`src/rtl/pic_inta_sequencer.sv`:
```
// rtl/pic_inta_sequencer.sv - CPU-side INTA_ acknowledge sequencer for a pic8259 (8086 mode)
//
// Synchronises the PIC INT request, issues the two-pulse INTA_ acknowledge,
// captures the vector byte driven during the second pulse and hands it to
// the CPU through a valid/ack handshake.
//
// Ports:
//   CLK          system clock, rising edge
//   RST_         asynchronous active-low reset
//   INT          interrupt request from the PIC (asynchronous)
//   int_en       CPU interrupt enable; gates the start of a sequence
//   data_bus     PIC data bus, sampled at the end of the second pulse
//   vec_ack      CPU consumes the captured vector (seen only in DONE)
//   INTA_        active-low interrupt acknowledge to the PIC
//   vector       last captured vector
//   vector_valid vector holds an unconsumed value
//   busy         sequencer is not idle
//   int_count    completed acknowledge sequences, wraps at 256
module pic_inta_sequencer #(
    parameter int SYNC_STAGES = 2,
    parameter int PULSE_W     = 2,
    parameter int GAP_W       = 2,
    parameter int RECOV_W     = 3
) (
    input  logic       CLK,
    input  logic       RST_,
    input  logic       INT,
    input  logic       int_en,
    input  logic [7:0] data_bus,
    input  logic       vec_ack,
    output logic       INTA_,
    output logic [7:0] vector,
    output logic       vector_valid,
    output logic       busy,
    output logic [7:0] int_count
);

    typedef enum logic [2:0] {
        S_IDLE,
        S_ACK1,
        S_GAP,
        S_ACK2,
        S_DONE,
        S_RECOVER
    } state_t;

    localparam logic [3:0] PULSE_LD = 4'(PULSE_W - 1);
    localparam logic [3:0] GAP_LD   = 4'(GAP_W - 1);
    localparam logic [3:0] RECOV_LD = 4'(RECOV_W - 1);

    logic [SYNC_STAGES-1:0] sync_q;
    logic                   int_s;

    state_t     state_q, state_d;
    logic [3:0] cnt_q, cnt_d;
    logic       inta_d;
    logic [7:0] vector_d;
    logic       valid_d;
    logic [7:0] count_d;
    logic       busy_d;

    assign int_s = sync_q[SYNC_STAGES-1];

    always_ff @(posedge CLK or negedge RST_) begin
        if (!RST_) begin
            sync_q <= '0;
        end else begin
            sync_q[0] <= INT;
            for (int i = 1; i < SYNC_STAGES; i++) begin
                sync_q[i] <= sync_q[i-1];
            end
        end
    end

    always_ff @(posedge CLK or negedge RST_) begin
        if (!RST_) begin
            state_q      <= S_IDLE;
            cnt_q        <= 4'd0;
            INTA_        <= 1'b1;
            vector       <= 8'h00;
            vector_valid <= 1'b0;
            busy         <= 1'b0;
            int_count    <= 8'h00;
        end else begin
            state_q      <= state_d;
            cnt_q        <= cnt_d;
            INTA_        <= inta_d;
            vector       <= vector_d;
            vector_valid <= valid_d;
            busy         <= busy_d;
            int_count    <= count_d;
        end
    end

    // Outputs are computed as next-state values so every output is a flop.
    always_comb begin
        state_d  = state_q;
        cnt_d    = cnt_q;
        inta_d   = INTA_;
        vector_d = vector;
        valid_d  = vector_valid;
        count_d  = int_count;

        case (state_q)
            S_IDLE: begin
                if (int_s && int_en) begin
                    state_d = S_ACK1;
                    inta_d  = 1'b0;
                    cnt_d   = PULSE_LD;
                end
            end
            S_ACK1: begin
                if (cnt_q != 4'd0) begin
                    cnt_d = cnt_q - 4'd1;
                end else begin
                    state_d = S_GAP;
                    inta_d  = 1'b1;
                    cnt_d   = GAP_LD;
                end
            end
            S_GAP: begin
                if (cnt_q != 4'd0) begin
                    cnt_d = cnt_q - 4'd1;
                end else begin
                    state_d = S_ACK2;
                    inta_d  = 1'b0;
                    cnt_d   = PULSE_LD;
                end
            end
            S_ACK2: begin
                if (cnt_q != 4'd0) begin
                    cnt_d = cnt_q - 4'd1;
                end else begin
                    // Capture on the edge that ends the pulse, while the PIC
                    // is still driving the bus.
                    state_d  = S_DONE;
                    inta_d   = 1'b1;
                    vector_d = data_bus;
                    valid_d  = 1'b1;
                    count_d  = int_count + 8'd1;
                end
            end
            S_DONE: begin
                if (vec_ack) begin
                    state_d = S_RECOVER;
                    valid_d = 1'b0;
                    cnt_d   = RECOV_LD;
                end
            end
            S_RECOVER: begin
                // Lets the stale synchronised INT drain before IDLE looks at it.
                if (cnt_q != 4'd0) begin
                    cnt_d = cnt_q - 4'd1;
                end else begin
                    state_d = S_IDLE;
                end
            end
            default: begin
                state_d = S_IDLE;
                inta_d  = 1'b1;
            end
        endcase

        busy_d = (state_d != S_IDLE);
    end

endmodule

```
`config.mk`:
```
export PLATFORM = sky130hd
export DESIGN_NAME = pic_inta_sequencer
export DESIGN_NICKNAME = d
export VERILOG_FILES = /design/src/rtl/pic_inta_sequencer.sv
export SDC_FILE = /design/constraint.sdc
export NUM_CORES = 1
export LEC_CHECK = 0
export ABC_AREA = 0
export BUFFER_PORTS_ARGS = -buffer_cell sky130_fd_sc_hd__buf_2
export CAP_MARGIN = 30
export CORE_MARGIN = 5
export CORE_UTILIZATION = 58
export CTS_BUF_LIST = sky130_fd_sc_hd__clkbuf_8
export DETAILED_ROUTE_END_ITERATION = 8
export PLACE_DENSITY_LB_ADDON = 0.25
export SLEW_MARGIN = 20
export SYNTH_ARGS = -nofsm -noshare
export SYNTH_HDL_FRONTEND = slang
export SYNTH_SLANG_ARGS = --single-unit
```
`constraint.sdc`:
```
create_clock -name CLK -period 4.5 [get_ports CLK]
set_input_delay 0 -clock CLK [delete_from_list [all_inputs] [get_ports CLK]]
set_output_delay 0 -clock CLK [all_outputs]
set_load 0.05 [all_outputs]
```
* After elaboration in Yosys (flattened, before gate mapping)
Cells that the tools add are included.
Word-level totals: register bits after elaboration 28, bits of input ports 13, output and inout bits 19, word-level logic and storage cells 55
Operators by class: add/subtract/negate cells 2, equality and inequality tests 11, muxes and demuxes 18, bitwise operators 2, reductions and logical operators 14
Operators with widths (count):
- $mux W3 | 6
- $pmux W3 S6 | 1
- $mux W4 | 4
- $pmux W4 S4 | 1
- $ne A2 B2 Y1 const B | 5
- $add A8 B1 Y8 const B | 1
- $reduce_and A4 Y1 | 2
- $reduce_bool A4 Y1 | 2
- $reduce_or A2 Y1 | 4
- $eq A3 B2 Y1 const B | 2
- $eq A3 B3 Y1 const B | 2
- $mux W1 | 4
- $pmux W1 S4 | 1
- $sub A4 B1 Y4 const B | 1
- $eq A3 B1 Y1 const B | 1
- $logic_not A3 Y1 | 1
- $reduce_and A3 Y1 | 1
- $reduce_bool A3 Y1 | 1
- $ne A2 B1 Y1 const B | 1
- $not A1 Y1 | 2
- $pmux W1 S2 | 1
- $reduce_and A2 Y1 | 1
- $reduce_bool A2 Y1 | 1
- $logic_and A1 B1 Y1 | 1

* Depth between registers and ports, before layout
Gate-level depths: netlist of run 1.
depth after elaboration 4, mapped depth 7, mapped depth without buffers 6

* Worst setup path before layout of run 1
No wires, ideal clock.
path kind register to register, start point register cnt_q[0], end point register vector[0], library setup time 125 ps, arrival 1504 ps, required time 4375 ps, slack 2872 ps, cell stages (with the launch flop) 7, buffers on the path 1, clock period less this slack 1628 ps, cells stage by stage dfrtp_1 -> inv_1 -> ha_1 -> nand4bb_4 -> nor2_4 -> buf_6 -> mux2_2
On the way: longest elaborated chain between the ends 3
Ends and longest elaborated chain:
- from (decl) | line 55 | logic [3:0] cnt_q, cnt_d;
- from (signal assigned) | line 86 | cnt_q <= cnt_d;
- $reduce_bool A4 Y1 | line 131 | if (cnt_q != 4'd0) begin
- $not A1 Y1 (no line)
- $reduce_and A2 Y1 (no line)
- to (signal assigned) | line 88 | vector <= vector_d;
- to (decl) | line 32 | output logic [7:0] vector,
No other way between the ends. A chain may end at the register's enable or synchronous reset.

* Worst setup path in the final report of run 1
start point register cnt_q[0], end point register vector[1]
Same word-level chain as after synthesis.

==> results.toml, run 1 <==
[drt]
first_pass_iters = 4
routedWlPerCell_um = 14.94
drt.antenna.violating_nets = 0
num_vias = 954
drt-vias-per-instance = 5.451
drtIter0Drc = 12
finalWirelength_mm = 2.615
drc = 0

[worst_setup_path]
regToRegEndpoint = "vector[1]$_DFFE_PN0P_"
r2r-start = "cnt_q[0]$_DFFE_PN0P_"
path_max_fanout = 13
r2r_cells = 5
rrSetupSlack_ns = 2.66
endpoint_kind = "flop"
worstPathArrival_ns = 2.00
cp.required_ns = 4.67
crit_type = "flop to flop"
cp-start-kind = "flop"

[synthesis]
ys_seq_area_share_pct = 55.43
synth_cells = 105
synthArstFlopShare_pct = 100.0
synth_area_leaders = "dfrtp_1 53%, mux2_2 8.0%, xnor2_1 3.5%"
syn_area_um2 = 1266
synth_edf_count = 0
synth_seq_cells = 28
synth_top_cell_by_area = "dfrtp_1"
synth_nets = 120
synth_cell_types = 34
yosys-top-cells-count = "27 x dfrtp_1, 9 x mux2_2, 8 x nand2_1"
avgSynthCellArea_um2 = 12.06
yosysWarningCount = 0
ys.flop_type = "dfrtp_1"
yosysMostFrequentCell = "dfrtp_1"
synth.top_cell.area_share_pct = 53.36

[cells_and_area]
layout-drive-gt1-share_pct = 33.33
finish.utilization_pct = 74.84
layout.cells.non_filler = 175
antenna_cells = 0
nets = 163
area_delta_synth_final_pct = 26.98
fillers = 151

[hold_path]
hp-start = "vec_ack"
hold_class = "input port to flop"
hold_path_end = "vector_valid$_DFFE_PN0P_"
whs_path_depth = 4

[clocking]
postCtsHoldBufs = 10
cts_resized = 0
htree_levels = 1
tritoncts = "yes"
clockRootBuffer = "clkbuf_8"
clk_path_buf_depth = 2
clk_latency_ns = 0.27
clk_pin_slew_ns = 0.09
cts_setup_buffers = 0
cts_sinks = 28
cts_made_buffers = 3

[global_route]
grt_pass1_wl_mm = 4.629
gr-usage-all-layers_pct = 18.84
grt_pass1_vias = 1014
grt_antenna_before_repair = 0
gr-total-overflow = 0
grt_max_degree = 29

[place]
numPlacedInstances = 161
gp_congestion = 0.7940
io_buffers = 31
hpwl_mm = 1.764

[timing]
finClkSkew_ns = 0.004565
setup_viol = 0
period_share_pct = 40.82
fmaxAchievable_mhz = 544.4
finalHoldViolCount = 0
relSlewSlack_pct = 59.64
setup-tns-final_ns = 0
worstMarginPinSlew_ns = 0.6055
drv_slew = 0
whs_ns = 0.09117
min_period_ns = 1.837
rsz0062_at_grt = "no"

[power_and_ir_drop]
pwr-share-seq_pct = 36.5
comb_power_share_pct = 47.1
total_leakage_power_uw = 0.0007744
swShare_pct = 45.01
peakVddDrop_mv = 0.4645
p_clk_share_pct = 16.4
p_int_uw = 658.1
power_switching_uw = 538.7
p_per_area_nw_per_um2 = 744.4
power.total_uw = 1197

[run_status]
outcome = "finished clean"

[floorplanning]
die_h_um = 56.73
die_w_um = 56.73
coreArea_um2 = 2148
ios = 32
initial_core_util_pct = 58.94
rows = 17
die-area_um2 = 3218

[run]
maxCapViolCount = 0
## worst max path at each step
stage                         startpoint               endpoint  slack [ns]  depth (start not counted)
global placement    cnt_q[0]$_DFFE_PN0P_  vector[4]$_DFFE_PN0P_        2.78                          5
global route        cnt_q[0]$_DFFE_PN0P_  vector[1]$_DFFE_PN0P_        2.57                          5
floorplan           cnt_q[0]$_DFFE_PN0P_  vector[0]$_DFFE_PN0P_        2.87                          6
CTS                 cnt_q[0]$_DFFE_PN0P_  vector[1]$_DFFE_PN0P_        2.65                          5
finish              cnt_q[0]$_DFFE_PN0P_  vector[1]$_DFFE_PN0P_        2.66                          5
detailed placement  cnt_q[0]$_DFFE_PN0P_  vector[1]$_DFFE_PN0P_        2.67                          5
## final cells by class
cell class | count | area (um2) | share of cell area, %
sequential | 28 | 701.9 | 43.66
multi-input combinational | 72 | 536.8 | 33.39
timing repair buffer | 41 | 255.2 | 15.88
clock buffer | 3 | 41.29 | 2.568
tap | 28 | 35.03 | 2.179
clock inverter | 1 | 30.03 | 1.868
inverter | 2 | 7.507 | 0.4669
## layout by cell type, fill, tap and decap left out, drive strengths merged, types with 3 or more instances in the layout
cell type / instances
a21oi: 4
and3: 3
buf: 31
clkbuf: 3
dfrtp: 27
dlygate4sd3: 10
mux2: 9
nand2: 8
nand3: 5
nor2: 7
o21ai: 4
xnor2: 5
xor2: 3
## power by group through the flow
stage          combinational, uW  sequential, uW  clock, uW
2_1_floorplan                265             609          0
3_3_place_gp                 542             433          0
3_5_place_dp                 557             439          0
4_1_cts                      567             435        198
5_1_grt                      614             454        214
6_report                     563             437        196
## per-layer routing
| layer | routed length, um | GRT usage [%] | up-vias |
|---|---|---|---|
| li1 | - | - | 458 |
| met1 | 1006 | 21.23 | 458 |
| met2 | 1425 | 33.17 | 29 |
| met3 | 117 | 3.908 | 9 |
| met4 | 66 | 9.492 | 0 |
| met5 | 0 | 0 | - |
## critical path, cell delays in order (launching register included)
cell,delay [ns]
dfrtp_1,0.42
inv_1,0.09
ha_1,0.26
nand4bb_4,0.20
nor2_4,0.36
mux2_2,0.39
## kinds of logic (layout without fill, tap and decap cells)
| kind of cell | Yosys count | after routing | synth area share [%] |
|---|---|---|---|
| XOR/XNOR | 8 | 8 | 5.534 |
| flip-flops | 28 | 28 | 55.44 |
| buffers and inverters | 5 | 47 | 2.173 |
| multiplexers | 9 | 9 | 8.004 |
| AO/OA/AOI/OAI | 17 | 17 | 9.190 |
| AND/OR/NAND/NOR | 36 | 36 | 17.69 |
| adder cells (fa/ha/maj) | 2 | 2 | 1.976 |
## state kept, by name (all words and copies together) (netlist names)
name	count
int_count	8
vector	8
cnt_q	4
state_q	3
sync_q	2
INTA_	1
busy	1
vector_valid	1
## metrics by stage
| step | setup slack (ns) | cell area, um2 |
|---|---|---|
| 4_1_cts | 2.650 | 1608 |
| 3_3_place_gp | 2.780 | 1436 |
| 6_report | 2.663 | 1608 |
| 5_1_grt | 2.571 | 1608 |
| 2_1_floorplan | 2.872 | 1266 |
| 3_5_place_dp | 2.667 | 1436 |
Note: power is estimated with default switching activity, not from simulation.
==> run 2: changes to the inputs <==
CORE_UTILIZATION = 54   (was 58)
clock period = 1.9 ns   (was 4.5 ns; I/O delays follow)
==> run 2 against run 1 <==
Sequential share of layout area is 0.44 points lower. Register-to-register slack got worse by 2.5 ns. Utilization decreased by 2.1 points. First-iteration DRC count up 67%. Critical endpoint is now cnt_q[2]$_DFFE_PN0P_. Largest power group unchanged.
==> results.toml, run 2 (synthesis gave the netlist of run 1 again) <==
[hold_path]
hold_class = "input port to flop"
hp-start = "vec_ack"

[timing]
min_period_ns = 1.774
setup_viol = 0
whs_ns = 0.08205
fmaxAchievable_mhz = 563.6
relSlewSlack_pct = 60.22
worstMarginPinSlew_ns = 0.5967
drv_slew = 0
finalHoldViolCount = 0
setup-tns-final_ns = 0
finClkSkew_ns = 0.006994
period_share_pct = 93.39

[worst_setup_path]
cp.required_ns = 2.07
path_delay_family = "compound AO/OA/AOI/OAI gates"
crit_type = "flop to flop"
r2r-start = "cnt_q[0]$_DFFE_PN0P_"
cp-start-kind = "flop"
cp_num_buf_inv = 1
critPathSlowestCell = "dfrtp_1"
worstPathArrival_ns = 1.94
path_max_fanout = 5
path_cells = "inv_1 -> ha_1 -> nor3b_2 -> o211ai_1 -> nand3_1 -> a221o_1"
max_stage_delay_ns = 0.39
crit_path_start = "cnt_q[0]$_DFFE_PN0P_"
endpoint_kind = "flop"

[cells_and_area]
antenna_cells = 0
layout-drive-gt1-share_pct = 34.90
area_delta_synth_final_pct = 28.26
finish.utilization_pct = 72.72
layout.cells.non_filler = 177
reg.largest.list = "int_count: 8 flops, vector: 8 flops, cnt_q: 4 flops"
nets = 165
final_cell_mix = "31 x buf_2, 27 x dfrtp_1, 10 x dlygate4sd3_1"
final_common_cell = "buf_2"

[floorplanning]
coreArea_um2 = 2233
die_h_um = 58.43
ios = 32
die_w_um = 58.43
rows = 17
die-area_um2 = 3413
initial_core_util_pct = 56.69

[global_route]
gr-usage-all-layers_pct = 17.77
grt_pass1_wl_mm = 4.623
grt_antenna_before_repair = 0
grt_pass1_vias = 974
grt_max_degree = 29
gr-total-overflow = 0

[power_and_ir_drop]
total_leakage_power_uw = 0.0007839
p_clk_share_pct = 13.0
pwr-share-seq_pct = 37.1
swShare_pct = 46.51
comb_power_share_pct = 49.8
peakVddDrop_mv = 1.310
p_per_area_nw_per_um2 = 1721
p_int_uw = 1495
power_switching_uw = 1300

[clocking]
cts_sinks = 28
tritoncts = "yes"
clk_pin_slew_ns = 0.09
clk_latency_ns = 0.28
clk_path_buf_depth = 2
clockRootBuffer = "clkbuf_8"
htree_levels = 1
cts_made_buffers = 3

[drt]
drc = 0
drt.antenna.violating_nets = 0
num_vias = 970
drt-vias-per-instance = 5.480
first_pass_iters = 4
drtIter0Drc = 20
finalWirelength_mm = 2.656
routedWlPerCell_um = 15.01

[place]
numPlacedInstances = 162
gp_congestion = 0.8321
hpwl_mm = 1.687
io_buffers = 31

[run]
maxCapViolCount = 0

[run_status]
outcome = "finished clean"
-- run 2: final timing paths --
check	endpoint	slack, ns	depth (start not counted)
max in group asynchronous	vector[1]$_DFFE_PN0P_	1.25	2
worst min-delay path	vector_valid$_DFFE_PN0P_	0.08	4
worst min register to register	sync_q[1]$_DFF_PN0_	0.36	0
worst max-delay path	cnt_q[2]$_DFFE_PN0P_	0.13	6
min in group asynchronous	busy$_DFF_PN0_	0.26	2
worst max register to register	cnt_q[2]$_DFFE_PN0P_	0.13	6
-- run 2: per-layer routing --
layer  global-route usage, %  share of wire (%)  vias up
met2                   29.67                 52       23
met4                   4.967                1.2        0
li1                        -                  -      466
met1                   23.34                 43      476
met3                   3.728                4.7        5
met5                       0                  0        -
-- run 2: metrics by stage --
stage | power, uW | worst slack, ns | cell area [um2]
final | 2795 | 0.1256 | 1624
after detailed placement | 2369 | 0.1062 | 1444
after global placement | 2328 | 0.1753 | 1444
after floorplan | 2069 | 0.2716 | 1266
after global routing | 2978 | -0.01238 | 1624
after CTS | 2771 | 0.08823 | 1599
-- run 2: worst reg2reg max path, stage by stage (launching register included) --
cell      delay (ns)
dfrtp_1         0.39
inv_1           0.07
ha_1            0.27
nor3b_2         0.20
o211ai_1        0.13
nand3_1         0.22
a221o_1         0.39
-- run 2: final cells by class --
| class | count | area, um2 |
|---|---|---|
| Sequential cell | 28 | 701.9 |
| Fill cell | 162 | 609.3 |
| Multi-Input combinational cell | 72 | 541.8 |
| Timing Repair Buffer | 43 | 282.8 |
| Clock buffer | 4 | 55.05 |
| Tap cell | 28 | 35.03 |
| Inverter | 2 | 7.507 |
-- run 2: repair_timing --
action | CTS | global route
hold buffers | 10 | 0
hold endpoints to repair | 36 | 0
setup endpoints to repair | 0 | 11
buffers inserted | 0 | 1
gates resized for setup | 0 | 1
-- run 2: power groups by stage --
stage	Sequential [uW]	Combinational (uW)	Clock (uW)
after floorplan	1440	627	0
after global placement	1030	1300	0
after detailed placement	1040	1330	0
after CTS	1030	1370	369
after global routing	1080	1500	395
final	1040	1390	364
==> run 3: changes to the inputs <==
CORE_UTILIZATION = 45   (was 54)
GPL_TIMING_DRIVEN = 0   (was default)
==> run 3 against run 2 <==
Die area grew 16%. Final area grew 0.23%. Largest power group unchanged. Clock skew shrank 0.00090 ns. Critical path type unchanged. Hold slack gained 0.014 ns. Highest routed layer unchanged. Utilization shrank 13 points. Sequential power shrank 4%. Global-route usage shrank 4.4 points. Combinational power is essentially flat. First-iteration DRC count shrank 25%. Largest cell class unchanged. Sequential share of layout area shrank 0.10 points.
==> results.toml, run 3 (synthesis gave the netlist of run 1 again) <==
[timing]
fmaxAchievable_mhz = 565.3
finalHoldViolCount = 0
setup-tns-final_ns = 0
relSlewSlack_pct = 59.10
worstMarginPinSlew_ns = 0.6136
whs_ns = 0.09633
rsz0062_at_grt = "no"
finClkSkew_ns = 0.006097
layout_setup_ws_ns = 0.1310
min_period_ns = 1.769
period_share_pct = 93.10
drv_slew = 0
setup_viol = 0

[worst_setup_path]
critPathSlowestCell = "dfrtp_1"
path_delay_family = "flip-flops"
path_max_fanout = 10
max_stage_delay_ns = 0.42
endpoint_kind = "flop"
worstPathArrival_ns = 1.93
crit_path_start = "cnt_q[0]$_DFFE_PN0P_"
r2r-start = "cnt_q[0]$_DFFE_PN0P_"
cp_num_buf_inv = 2
crit_type = "flop to flop"
cp-start-kind = "flop"
path_cells = "inv_1 -> ha_2 -> nand4bb_4 -> nor2_4 -> buf_6 -> mux2_2"
cp.required_ns = 2.06

[global_route]
grt_max_degree = 29
met1_usage_pct = 17.45
grt_antenna_before_repair = 0
gr-total-overflow = 0
busiest_layer = "met2"
grt_use_met2_pct = 22.31
gr-usage-all-layers_pct = 13.37
use_met3_pct = 2.518
grt_pass1_vias = 961
grt_pass1_wl_mm = 4.360

[floorplanning]
rows = 19
ios = 32
die_h_um = 63.05
die_w_um = 63.05
coreArea_um2 = 2734
die-area_um2 = 3975
initial_core_util_pct = 46.32

[clocking]
clk_latency_ns = 0.27
cts_made_buffers = 3
cts_sinks = 28
tritoncts = "yes"
htree_levels = 1
clockRootBuffer = "clkbuf_8"
clk_pin_slew_ns = 0.10
clk_path_buf_depth = 2

[power_and_ir_drop]
peakVddDrop_mv = 1.310
p_per_area_nw_per_um2 = 1697
total_leakage_power_uw = 0.0007869

[cells_and_area]
final_cell_mix = "32 x buf_2, 27 x dfrtp_1, 10 x dlygate4sd3_1"
nets = 166
seq_area_um2 = 701.9
layout-drive-gt1-share_pct = 36.00
antenna_cells = 0
multi_input_area_um2 = 549.3
final_common_cell = "buf_2"
fillers = 223
area_delta_synth_final_pct = 28.56
reg.largest.list = "int_count: 8 flops, vector: 8 flops, cnt_q: 4 flops"
fin_area_um2 = 1628

[place]
dpl_cell_area_um2 = 1460
hpwl_mm = 1.764
gp_congestion = 0.7566
io_buffers = 31
dp_slack_ns = 0.08916

[run]
maxCapViolCount = 0

[drt]
drt.antenna.violating_nets = 0
drt-vias-per-instance = 5.066
num_vias = 917
first_pass_iters = 4
finalWirelength_mm = 2.486
drc = 0
drtIter0Drc = 15
routedWlPerCell_um = 13.73

[hold_path]
hp-start = "vec_ack"
hold_class = "input port to flop"

[run_status]
outcome = "finished clean"
==> run 3: metal layers <==
metal / share of wire, % / vias up
met2: 49 / 15
met4: 0.68 / 0
li1: - / 464
met1: 47 / 436
met5: 0 / -
met3: 3.7 / 2
==> run 3: repair_timing <==
item,4_1_cts,5_1_grt
resized for setup,0,3
setup endpoints to repair,0,11
hold endpoints to repair,36,0
hold buffers,10,0
buffers inserted,0,0
==> run 3: per-stage QoR <==
step	total power (uW)	util, %	cells
CTS	2767	59.08	181
finish	2763	59.54	181
detailed placement	2383	53.41	167
floorplan	2069	-	105
global placement	2342	53.41	167
global route	2949	59.54	181
==> run 3: cell type report <==
class | instances | share of cell area (%)
flip-flops and latches | 28 | 43.12
multi-input cells | 72 | 33.74
repair buffers | 41 | 15.68
clock buffers | 4 | 3.382
well taps | 31 | 2.383
plain buffers | 3 | 1.230
inverters | 2 | 0.4612
==> run 3: power by group <==
part / switching, uW / total, uW / leakage, uW / internal (uW)
combinational: 901 / 1400 / 0.000413 / 497
sequential: 188 / 995 / 0.000345 / 807
clock: 184 / 369 / 0.0000288 / 185
==> run 3: path summary, 6_finish.rpt <==
check | to | slack, ns | cells after the start
min in group asynchronous | cnt_q[2]$_DFFE_PN0P_ | 0.27 | 2
worst max register to register | vector[3]$_DFFE_PN0P_ | 0.13 | 6
max in group asynchronous | vector[0]$_DFFE_PN0P_ | 1.23 | 2
worst min register to register | sync_q[1]$_DFF_PN0_ | 0.37 | 0
worst min-delay path | vector_valid$_DFFE_PN0P_ | 0.1 | 4
worst max-delay path | vector[3]$_DFFE_PN0P_ | 0.13 | 6
==> run 3: worst reg2reg max path: stages, from the launching register on <==
cell and delay (ns):
dfrtp_1 0.42, inv_1 0.09, ha_2 0.23, nand4bb_4 0.19, nor2_4 0.21, buf_6 0.17
mux2_2 0.34
